### src/rtl/uart_pkg.sv
// Shared types and constants for the UART host-side FIFO controller.
package uart_pkg;

  localparam int UART_BUS_W = 32;

  typedef enum logic [1:0] {
    T_IDLE,
    T_START,
    T_WAIT
  } tx_state_e;

  typedef enum logic [1:0] {
    R_IDLE,
    R_HOLD,
    R_CAP,
    R_ACK
  } rx_state_e;

  // 0->1 transition of a level signal against its registered previous value.
  function automatic logic rising(input logic cur, input logic prev);
    return cur & ~prev;
  endfunction

endpackage

### src/rtl/sync_fifo.sv
// Single-clock first-word-fall-through FIFO; full/empty come from an occupancy counter.
module sync_fifo #(
  parameter int WIDTH = 8,
  parameter int DEPTH = 16,
  parameter int LVL_W = $clog2(DEPTH) + 1
) (
  input  logic             clk,
  input  logic             rst,
  input  logic             push,
  input  logic [WIDTH-1:0] wdata,
  input  logic             pop,
  output logic [WIDTH-1:0] rdata,
  output logic             full,
  output logic             empty,
  output logic [LVL_W-1:0] level
);

  localparam int PTR_W = $clog2(DEPTH);

  logic [WIDTH-1:0] mem [DEPTH];
  logic [PTR_W-1:0] wr_ptr;
  logic [PTR_W-1:0] rd_ptr;
  logic             do_push;
  logic             do_pop;

  assign full    = (level == LVL_W'(DEPTH));
  assign empty   = (level == '0);
  assign do_pop  = pop && !empty;
  // A pop in the same cycle frees the slot, so a push at full is still taken.
  assign do_push = push && (!full || do_pop);
  assign rdata   = empty ? '0 : mem[rd_ptr];

  // NOTE: the storage array has no reset; only pointers and the count do, and rdata is forced to zero while empty.
  always_ff @(posedge clk) begin
    if (do_push) begin
      mem[wr_ptr] <= wdata;
    end
  end

  always_ff @(posedge clk) begin
    if (rst) begin
      wr_ptr <= '0;
      rd_ptr <= '0;
      level  <= '0;
    end else begin
      if (do_push) wr_ptr <= wr_ptr + 1'b1;
      if (do_pop)  rd_ptr <= rd_ptr + 1'b1;
      case ({do_push, do_pop})
        2'b10:   level <= level + 1'b1;
        2'b01:   level <= level - 1'b1;
        default: ;
      endcase
    end
  end

endmodule

### src/rtl/uart_fifo_ctrl.sv
// Host-side UART controller: TX FIFO feeding the core's start/done handshake,
// RX FIFO filled from the core's done/ack handshake with back-pressure when full.
module uart_fifo_ctrl
  import uart_pkg::*;
#(
  parameter int DATA_W = 8,
  parameter int DEPTH  = 16,
  parameter int LVL_W  = $clog2(DEPTH) + 1
) (
  input  logic                  clk,
  input  logic                  rst,
  input  logic                  wr_en_i,
  input  logic [DATA_W-1:0]     wr_data_i,
  output logic                  tx_full_o,
  output logic                  tx_empty_o,
  output logic [LVL_W-1:0]      tx_level_o,
  output logic                  tx_ovf_o,
  input  logic                  rd_en_i,
  output logic [DATA_W-1:0]     rd_data_o,
  output logic                  rd_perr_o,
  output logic                  rx_empty_o,
  output logic                  rx_full_o,
  output logic [LVL_W-1:0]      rx_level_o,
  input  logic                  clr_ovf_i,
  output logic [UART_BUS_W-1:0] tx_data_o,
  output logic                  start_tx_o,
  input  logic                  tx_done_i,
  input  logic                  rx_done_i,
  input  logic [UART_BUS_W-1:0] rx_data_i,
  input  logic                  parity_error_i,
  output logic                  host_read_data_o
);

  tx_state_e         tx_state;
  rx_state_e         rx_state;
  logic              tx_done_prev;
  logic              rx_done_prev;
  logic              tx_pop;
  logic              tx_fifo_empty;
  logic [DATA_W-1:0] tx_head;
  logic              ovf_set;
  logic              rx_push;
  logic [DATA_W:0]   rx_wdata;
  logic [DATA_W:0]   rx_head;
  logic              rx_unused;

  // ---------------- TX path ----------------
  assign tx_pop     = (tx_state == T_IDLE) && !tx_fifo_empty;
  assign ovf_set    = wr_en_i && tx_full_o && !tx_pop;
  assign tx_empty_o = tx_fifo_empty && (tx_state == T_IDLE);

  sync_fifo #(
    .WIDTH (DATA_W),
    .DEPTH (DEPTH),
    .LVL_W (LVL_W)
  ) u_tx_fifo (
    .clk   (clk),
    .rst   (rst),
    .push  (wr_en_i),
    .wdata (wr_data_i),
    .pop   (tx_pop),
    .rdata (tx_head),
    .full  (tx_full_o),
    .empty (tx_fifo_empty),
    .level (tx_level_o)
  );

  always_ff @(posedge clk) begin
    if (rst) begin
      tx_state     <= T_IDLE;
      tx_data_o    <= '0;
      start_tx_o   <= 1'b0;
      tx_done_prev <= 1'b0;
      tx_ovf_o     <= 1'b0;
    end else begin
      // NOTE: pulse outputs take a default here and are overridden below; with non-blocking assignment the last one wins.
      start_tx_o   <= 1'b0;
      tx_done_prev <= tx_done_i;
      if (ovf_set) begin
        tx_ovf_o <= 1'b1;
      end else if (clr_ovf_i) begin
        tx_ovf_o <= 1'b0;
      end
      case (tx_state)
        T_IDLE: begin
          if (tx_pop) begin
            tx_data_o <= {{(UART_BUS_W - DATA_W){1'b0}}, tx_head};
            tx_state  <= T_START;
          end
        end
        T_START: begin
          start_tx_o <= 1'b1;
          tx_state   <= T_WAIT;
        end
        T_WAIT: begin
          if (rising(tx_done_i, tx_done_prev)) tx_state <= T_IDLE;
        end
        default: tx_state <= T_IDLE;
      endcase
    end
  end

  // ---------------- RX path ----------------
  assign rx_push   = (rx_state == R_CAP);
  assign rx_wdata  = {parity_error_i, rx_data_i[DATA_W-1:0]};
  assign rd_data_o = rx_head[DATA_W-1:0];
  assign rd_perr_o = rx_head[DATA_W];
  assign rx_unused = ^rx_data_i[UART_BUS_W-1:DATA_W];

  sync_fifo #(
    .WIDTH (DATA_W + 1),
    .DEPTH (DEPTH),
    .LVL_W (LVL_W)
  ) u_rx_fifo (
    .clk   (clk),
    .rst   (rst),
    .push  (rx_push),
    .wdata (rx_wdata),
    .pop   (rd_en_i),
    .rdata (rx_head),
    .full  (rx_full_o),
    .empty (rx_empty_o),
    .level (rx_level_o)
  );

  // Withholding the ack while full keeps the core's rts_n asserted toward the peer.
  always_ff @(posedge clk) begin
    if (rst) begin
      rx_state         <= R_IDLE;
      rx_done_prev     <= 1'b0;
      host_read_data_o <= 1'b0;
    end else begin
      host_read_data_o <= 1'b0;
      rx_done_prev     <= rx_done_i;
      case (rx_state)
        R_IDLE: begin
          if (rising(rx_done_i, rx_done_prev)) begin
            rx_state <= rx_full_o ? R_HOLD : R_CAP;
          end
        end
        R_HOLD: begin
          if (!rx_full_o) rx_state <= R_CAP;
        end
        R_CAP: rx_state <= R_ACK;
        R_ACK: begin
          host_read_data_o <= 1'b1;
          rx_state         <= R_IDLE;
        end
        default: rx_state <= R_IDLE;
      endcase
    end
  end

endmodule

### config.mk
export PLATFORM = sky130hd
export DESIGN_NAME = uart_fifo_ctrl
export DESIGN_NICKNAME = d
export VERILOG_FILES = /design/src/rtl/uart_pkg.sv /design/src/rtl/sync_fifo.sv /design/src/rtl/uart_fifo_ctrl.sv
export SDC_FILE = /design/constraint.sdc
export NUM_CORES = 1
export LEC_CHECK = 0
export BUFFER_PORTS_ARGS = -buffer_cell sky130_fd_sc_hd__buf_2
export CORE_ASPECT_RATIO = 1.1
export CORE_MARGIN = 5
export CORE_UTILIZATION = 60
export CTS_CLUSTER_DIAMETER = 80
export DETAILED_ROUTE_END_ITERATION = 6
export GPL_TIMING_DRIVEN = 0
export MAX_ROUTING_LAYER = met4
export PLACE_DENSITY = 0.8
export SYNTH_ARGS = -nofsm -noshare
export SYNTH_HDL_FRONTEND = slang
export SYNTH_HIERARCHICAL = 1
export SYNTH_SLANG_ARGS = --single-unit
### constraint.sdc
create_clock -name clk -period 7.82 [get_ports clk]
set_input_delay 0.391 -clock clk [delete_from_list [all_inputs] [get_ports clk]]
set_output_delay 0.391 -clock clk [all_outputs]
set_load 0.05 [all_outputs]
After elaboration in Yosys (flattened, before gate mapping) --
Memories as Yosys holds them, arrays and structs flattened. A register that Yosys moved wholly into a read port is not among the register bits. Cells that the tools add are included. W data, S select, Z words.
Storage, ports and cells: bits in registers 35, bits in writable memories 272, input bits 48, output and inout bits 58, word-level logic and storage cells 87, memories 2
Memory list:
- u_rx_fifo.mem | depth 16, width 9, read ports 1, clocked after Yosys merged registers in 1, wr ports 1, RTL line sync_fifo.sv:20 | logic [WIDTH-1:0] mem [DEPTH];
- u_tx_fifo.mem | depth 16, width 8, read ports 1, clocked after Yosys merged registers in 1, wr ports 1, RTL line sync_fifo.sv:20
Cells by class: add/sub/neg operators 8, equality and inequality tests 15, multiplexer cells 20, bitwise operators 4, reductions and logical operators 25
Operator list (number):
- $pmux W5 S2 | 2
- $add A4 B1 Y4 const B | 4
- $add A5 B1 Y5 const B | 2
- $eq A2 B2 Y1 const B | 5
- $eq A5 B5 Y1 const B | 2
- $logic_not A5 Y1 | 2
- $mux W2 | 5
- $sub A5 B1 Y5 const B | 2
- $mux W9 | 1
- $eq A2 B1 Y1 const B | 4
- $logic_and A1 B1 Y1 | 8
- $mux W1 | 8
- $mux W4 | 2
- $ne A2 B2 Y1 const B | 4
- $pmux W2 S4 | 1
- $pmux W2 S3 | 1
- $reduce_and A2 Y1 | 3
- $reduce_bool A2 Y1 | 3
- $logic_not A1 Y1 | 5
- $logic_not A2 Y1 | 2
- $and A1 B1 Y1 | 2
- $logic_or A1 B1 Y1 | 2
- $not A1 Y1 | 2

Logic depth before layout (Yosys ltp) --
Gate-level depths: netlist of run 1.
depth after elaboration 8, gate-level depth with buffers 13, mapped depth without buffers 12

Cells and area by module --
The synthesis of run 1 kept the hierarchy.
Modules (own cells, without submodules):
- sync_fifo at u_rx_fifo | times used 1, cells each 356, area each 6571.3 µm², seq. area each 4664.5 µm²
- sync_fifo at u_tx_fifo | times used 1, cells each 332, area each 5964.5 µm², seq. area each 4184.0 µm²
- uart_fifo_ctrl | times used 1, cells each 101, area each 875.8 µm², seq. area each 340.3 µm²

Worst setup path before layout of run 1 --
Ideal clock, no wire load.
path kind reg-to-reg, start point register u_tx_fifo.level[3], end point register u_tx_fifo.level[4], setup time 134 ps, arrival time 3604 ps, slack 4082 ps, stages on the path, launching flop included 14, path buffers 1, clock period less this slack 3738 ps, path through dfxtp_1 > or4_4 > buf_6 > nor2_1 > or3_4 > clkinv_1 > nor2b_1 > o21ai_2 > inv_2 > ha_1 > nand2b_1 > o2bb2ai_1 > a2111oi_0 > or4_1
On the way: cells in the longest elaborated chain, start to end 8, elaborated cells on any way between the ends 14, classes of those cells add/sub: 2; eq/ne: 3; mux: 1; reduce/logical: 8
RTL lines:
- from (decl) | RTL line sync_fifo.sv:15 | output logic [LVL_W-1:0] level
- from (signal assigned) | RTL line sync_fifo.sv:49 | 2'b10: level <= level + 1'b1;
- from (signal assigned) | RTL line sync_fifo.sv:50 | 2'b01: level <= level - 1'b1;
- $logic_not A5 Y1 (*) | RTL line sync_fifo.sv:27 | assign empty = (level == '0);
- net tx_fifo_empty | RTL line uart_fifo_ctrl.sv:39 | logic tx_fifo_empty;
- $logic_not A1 Y1 (*) | RTL line uart_fifo_ctrl.sv:48 | assign tx_pop = (tx_state == T_IDLE) && !tx_fifo_empty;
- $logic_and A1 B1 Y1 (*) | RTL line uart_fifo_ctrl.sv:48
- net tx_pop | RTL line uart_fifo_ctrl.sv:38 | logic tx_pop;
- $logic_and A1 B1 Y1 (*) | RTL line sync_fifo.sv:28 | assign do_pop = pop && !empty;
- $logic_or A1 B1 Y1 | RTL line sync_fifo.sv:30 | assign do_push = push && (!full || do_pop);
- $logic_and A1 B1 Y1 | RTL line sync_fifo.sv:30
- $eq A2 B1 Y1 / $eq A2 B2 Y1 (equally long branches) | RTL line sync_fifo.sv:48 | case ({do_push, do_pop})
- $pmux W5 S2 / $reduce_bool A2 Y1 (equally long branches)
The timed path passes the listed nets; every way through them passes the cells marked *. A chain may end at the register's enable or synchronous reset.

Worst setup path in the final report of run 1 --
Ends and elaborated chain as after synthesis.

==> flow_summary.toml, run 1 <==
[run_status]
status = "finished, final reports clean"

[sta]
hold_viol = 0
max_clock_freq_ghz = 0.227
rsz0062_at_grt = "false"
worst_slack_ns = 3.41
whs_ns = 0.0890
tns_ns = 0
worst_slew_pin_slew_ns = 0.950
finalSetupViolCount = 0
period_minus_slack_ns = 4.41
fin_skew_ns = 0.0160
min_period_over_period_pct = 56.4
drv_slew = 0
slew_headroom_pct = 36.4

[synthesis]
synthArstFlopShare_pct = 0
netlist.area_leader.share_pct = 60.9
synth_seq_cells = 323
synth-edff-count = 272
ys_types = 54
ys.flop_type = "edfxtp_1"
ys_seq_area_share_pct = 68.5
synth-warning-count = 6
synth_area_um2 = 13400
syn_area_per_cell_um2 = 17.0
synth_area_leaders = "edfxtp_1, mux4_2, dfxtp_1, mux2i_1, ha_1"
synth_top_cell_by_area = "edfxtp_1"
netlist_instances = 789

[die]
die_w_um = 153
die_area_um2 = 25400
ios = 106
initial_core_util_pct = 60.9
fp.dieH_um = 167
core_um2 = 22000
rows = 57

[routing]
wl_per_cell_um = 22.2
drt_iter0_drc = 657
avgViaCountPerCell = 6.01
wl_um = 27200
first_pass_iters = 5
drc = 0
final_antenna_net_count = 0
vias = 7375

[cts]
cts_hold_buf = 0
clockBufferDepth = 3
cts_root_buffer = "clkbuf_16"
cts_tree = "yes"
clock_latency_ns = 0.55
cts_buffers = 30
cts_resized = 0
clk_pin_slew_ns = 0.06
h-tree-depth = 1
post_cts_buffers = 0
cts.sinks = 323

[placed_design]
gp_congestion = 0.821
pre_cts_ws_ns = 3.51
portBuffers = 57
hpwl_um = 18000

[layout]
antenna-diode-count = 0
mostFrequentLayoutCells = "edfxtp_1, buf_2, mux4_2"
syn2layout_area_growth_pct = 13.1
fill_cells = 1412
utilization_pct = 68.8
drive_above_1_share_pct = 25.7
nets = 980
mostFrequentLayoutCell = "edfxtp_1"

[power_and_ir_drop]
power.density_nw_per_um2 = 328
vdd_drop_max_mv = 0.434
p_leak_nw = 5.22

[global_routing]
grt_pass1_vias = 7616
grt_pass1_wl_um = 42200
antenna_found_initial = 0
grt_overflow_total = 0
grt_start_max_net_pins = 18
grtUsageTotal_pct = 21.9

[flow_run]
cap_violations = 0

[critical_path]
crit_path_max_fanout = 17
critPathRequiredTime_ns = 8.22
cp.arrival_ns = 4.81
critPathCaptureType = "flip-flop"
crit_type = "reg2reg"
crit_path_start_kind = "flip-flop"

[worst_hold_path]
hold_class = "in2reg"
==> final timing paths <==
kind	slack, ns	end	start	cells after the start
worst min-delay path	0.09	rx_done_prev	rx_done_i	2
worst min register to register	0.46	tx_data_o[5]	tx_data_o[5]	2
worst max-delay path	3.41	u_tx_fifo/level[4]	u_tx_fifo/level[3]	12
worst max register to register	3.41	u_tx_fifo/level[4]	u_tx_fifo/level[3]	12
==> kinds of logic (layout without fill, tap and decap cells) <==
family | Yosys count | after routing | share of synthesized area (%)
mux | 96 | 96 | 13.5
xor+xnor | 8 | 8 | 0.522
simple gates | 151 | 151 | 6.21
fa+ha+maj | 23 | 23 | 2.26
buf+inv | 97 | 218 | 3.78
other cells | 1 | 24 | 0.0280
flops | 323 | 323 | 68.5
compound gates | 90 | 90 | 5.17
==> sequential cells by signal, indices dropped and copies added (netlist names), 4 cells and up, named ones only <==
| signal | count |
|---|---|
| u_tx_fifo/rd_ptr | 4 |
| u_tx_fifo/level | 5 |
| u_rx_fifo/level | 5 |
| u_rx_fifo/wr_ptr | 4 |
| u_tx_fifo/wr_ptr | 4 |
| u_rx_fifo/rd_ptr | 4 |
| u_rx_fifo/mem | 144 |
| u_tx_fifo/mem | 128 |
| tx_data_o | 8 |
==> per-stage QoR <==
stage                     std cells  power, mW  instance area (um2)
after floorplan                 812       3.26                13500
after CTS                      1228       4.99                15200
final                          1228       4.97                15200
after global placement         1164       3.60                14200
after detailed placement       1172       3.66                14300
after global routing           1228       5.20                15200
==> critical path: stages, from the launching register on <==
cell	delay (ns)
dfxtp_1	0.36
or4_4	0.55
buf_6	0.17
nor2_1	0.66
or3_4	0.27
clkinv_1	0.39
nor2b_1	0.31
o21ai_2	0.12
inv_2	0.13
ha_1	0.33
o2bb2ai_1	0.29
a2111oi_0	0.13
or4_1	0.56
==> layout make-up <==
| class | instances | area [um2] | area share [%] |
|---|---|---|---|
| flip-flops and latches | 323 | 9190 | 60.6 |
| multi-input cells | 392 | 3850 | 25.4 |
| clock buffers | 39 | 806 | 5.31 |
| plain buffers | 65 | 387 | 2.55 |
| well taps | 295 | 369 | 2.43 |
| repair buffers | 65 | 345 | 2.28 |
| inverters | 32 | 120 | 0.792 |
| clock inverters | 17 | 104 | 0.684 |
==> Yosys cell counts, drive strengths merged (2+ instances only) <==
cell type / n
nor3: 6
mux2i: 27
nor2: 38
nand4: 4
inv: 31
a21oi: 9
a211o: 3
o2111ai: 6
clkbuf: 20
mux4: 68
o311a: 2
o41ai: 4
edfxtp: 272
nand2b: 13
o2bb2ai: 2
o21ai: 10
o21a: 8
o211ai: 4
nor4: 10
a21o: 2
or4: 4
dfxtp: 51
nand2: 16
nor2b: 22
nand3: 8
xnor2: 2
ha: 21
nor3b: 7
a211oi: 34
fa: 2
and3: 8
or2: 4
xor2: 6
buf: 45
and2: 8
o31ai: 2
a2111oi: 2
==> where the power goes <==
part,switching (mW),internal [mW]
registers,0.0687,1.98
logic,1.03,0.551
clock network,0.583,0.755
==> routing by layer <==
layer	vias to the layer above	track usage (%)	part of all wire [%]
met2	262	39.0	54
li1	3301	-	-
met1	3755	26.2	37
met3	57	2.93	5.7
met4	0	6.66	2.8
met5	-	-	0
No activity file was read; power rests on OpenSTA's default activity.
==> run 2: changes to the inputs <==
--- a/config.mk
+++ b/config.mk
@@ -8,12 +8,12 @@
 export BUFFER_PORTS_ARGS = -buffer_cell sky130_fd_sc_hd__buf_2
 export CORE_ASPECT_RATIO = 1.1
 export CORE_MARGIN = 5
-export CORE_UTILIZATION = 60
+export CORE_UTILIZATION = 54
 export CTS_CLUSTER_DIAMETER = 80
 export DETAILED_ROUTE_END_ITERATION = 6
 export GPL_TIMING_DRIVEN = 0
 export MAX_ROUTING_LAYER = met4
-export PLACE_DENSITY = 0.8
+export PLACE_DENSITY = 0.76
 export SYNTH_ARGS = -nofsm -noshare
 export SYNTH_HDL_FRONTEND = slang
 export SYNTH_HIERARCHICAL = 1
==> constraint.sdc (replaced) <==
create_clock -name clk -period 3.8 [get_ports clk]
set_input_delay 0.19 -clock clk [delete_from_list [all_inputs] [get_ports clk]]
set_output_delay 0.19 -clock clk [all_outputs]
set_load 0.05 [all_outputs]
==> flow_summary.toml, run 2 (synthesis gave the netlist of run 1 again) <==
[die]
die_w_um = 160
rows = 60
die_area_um2 = 28100
ios = 106
core_um2 = 24500
initial_core_util_pct = 54.8
fp.dieH_um = 175

[sta]
worst_slack_ns = 0.240
rsz0062_at_grt = "false"
fin_skew_ns = 0.00552
whs_ns = 0.0302
finalSetupViolCount = 0
period_minus_slack_ns = 3.56
hold_viol = 0
tns_ns = 0
slew_headroom_pct = 32.9
drv_slew = 0
min_period_over_period_pct = 93.7
max_clock_freq_ghz = 0.281
worst_slew_pin_slew_ns = 1.00

[routing]
final_antenna_net_count = 0
vias = 7209
first_pass_iters = 5
wl_per_cell_um = 21.4
wl_um = 26700
drt_iter0_drc = 420
drc = 0
avgViaCountPerCell = 5.78

[global_routing]
grt_pass1_vias = 7435
use_met1_pct = 23.3
met3_usage_pct = 2.91
grt_pass1_wl_um = 41600
grt_util_met2_pct = 34.9
grt.busiest_layer = "met2"
antenna_found_initial = 0
grt_overflow_total = 0
grt_start_max_net_pins = 18
grtUsageTotal_pct = 19.5

[critical_path]
critPathCaptureType = "flip-flop"
crit_type = "reg2reg"
slowest_delay_ns = 0.53
crit_path_max_fanout = 17
crit_chain = "or4_4 -> buf_6 -> nor2_4 -> or3_4 -> clkinv_2 -> nor2b_1 -> o21ai_2 -> inv_2 -> ha_1 -> nand2b_1 -> o2bb2ai_2 -> a2111oi_0 -> or4_1"
cp_slowest_cell = "or4_4"
crit_path_start_kind = "flip-flop"
cp.arrival_ns = 3.98
critPathRequiredTime_ns = 4.22

[layout]
drive_above_1_share_pct = 26.0
utilization_pct = 62.4
syn2layout_area_growth_pct = 13.9
regMostFlops = "u_rx_fifo/mem"
nets = 985
mostFrequentLayoutCell = "edfxtp_1"
design_area_um2 = 15300
mostFrequentLayoutCells = "edfxtp_1, buf_2, mux4_2"
antenna-diode-count = 0
stdcell_count = 1247
reg.largest.list = "u_rx_fifo/mem: 144 flops, u_tx_fifo/mem: 128 flops, tx_data_o: 8 flops"
largest_reg_flops = 144

[run_status]
status = "finished, final reports clean"

[worst_hold_path]
hold_class = "in2reg"

[power_and_ir_drop]
power.density_nw_per_um2 = 675
p_leak_nw = 5.24
power_mw = 10.3
vdd_drop_max_mv = 0.495

[cts]
clk_pin_slew_ns = 0.06
clockBufferDepth = 3
cts_tree = "yes"
cts_root_buffer = "clkbuf_16"
cts_buffers = 31
cts.sinks = 323
h-tree-depth = 1
post_cts_buffers = 0
clock_latency_ns = 0.54

[placed_design]
pre_cts_ws_ns = -0.552
hpwl_um = 17600
placedCellCount = 1187
portBuffers = 57
postPlaceCellArea_um2 = 14300
gp_congestion = 0.798

[flow_run]
cap_violations = 0
[run 2: per-layer routing]
metal  vias up  share of wire [%]
li1       3294                  -
met1      3661                 39
met2       204                 54
met3        50                5.1
met4         0                2.5
met5         -                  0
[run 2: critical path, delay by kind of cell (launching register included)]
family / cells / cell delay (ns)
DFF: 1 / 0.37
AOI/OAI and AO/OA: 3 / 0.37
adders and majority gates: 1 / 0.32
buffers and inverters: 3 / 0.51
and+or+nand+nor: 6 / 1.86
[run 2: path summary, 6_finish.rpt]
path	end	cells after the start	slack, ns	startpoint
worst max-delay path	u_tx_fifo/level[4]	13	0.24	u_tx_fifo/level[0]
worst min-delay path	u_tx_fifo/mem[6][6]	1	0.03	wr_data_i[6]
worst max register to register	u_tx_fifo/level[4]	13	0.24	u_tx_fifo/level[0]
worst min register to register	tx_data_o[6]	2	0.46	tx_data_o[6]
[run 2: layout make-up]
| class | count | area [um2] |
|---|---|---|
| well taps | 310 | 388 |
| inverters | 32 | 121 |
| plain buffers | 65 | 387 |
| clock inverters | 16 | 125 |
| clock buffers | 40 | 810 |
| flip-flops and latches | 323 | 9190 |
| multi-input cells | 392 | 3870 |
| repair buffers | 69 | 385 |
| fillers | 1729 | 9200 |
[run 2: power by group]
part	switching [mW]	leakage, nW	internal [mW]
clock	1.22	0.446	1.62
sequential	0.132	2.87	4.07
combinational	2.11	1.93	1.14
total	3.46	5.24	6.84
[run 2: what timing repair did]
item	in CTS	in global routing
resized for setup	3	1
hold buffers	4	0
endpoints found under the setup margin	118	1
endpoints found under the hold margin	4	0
pin swaps	0	0
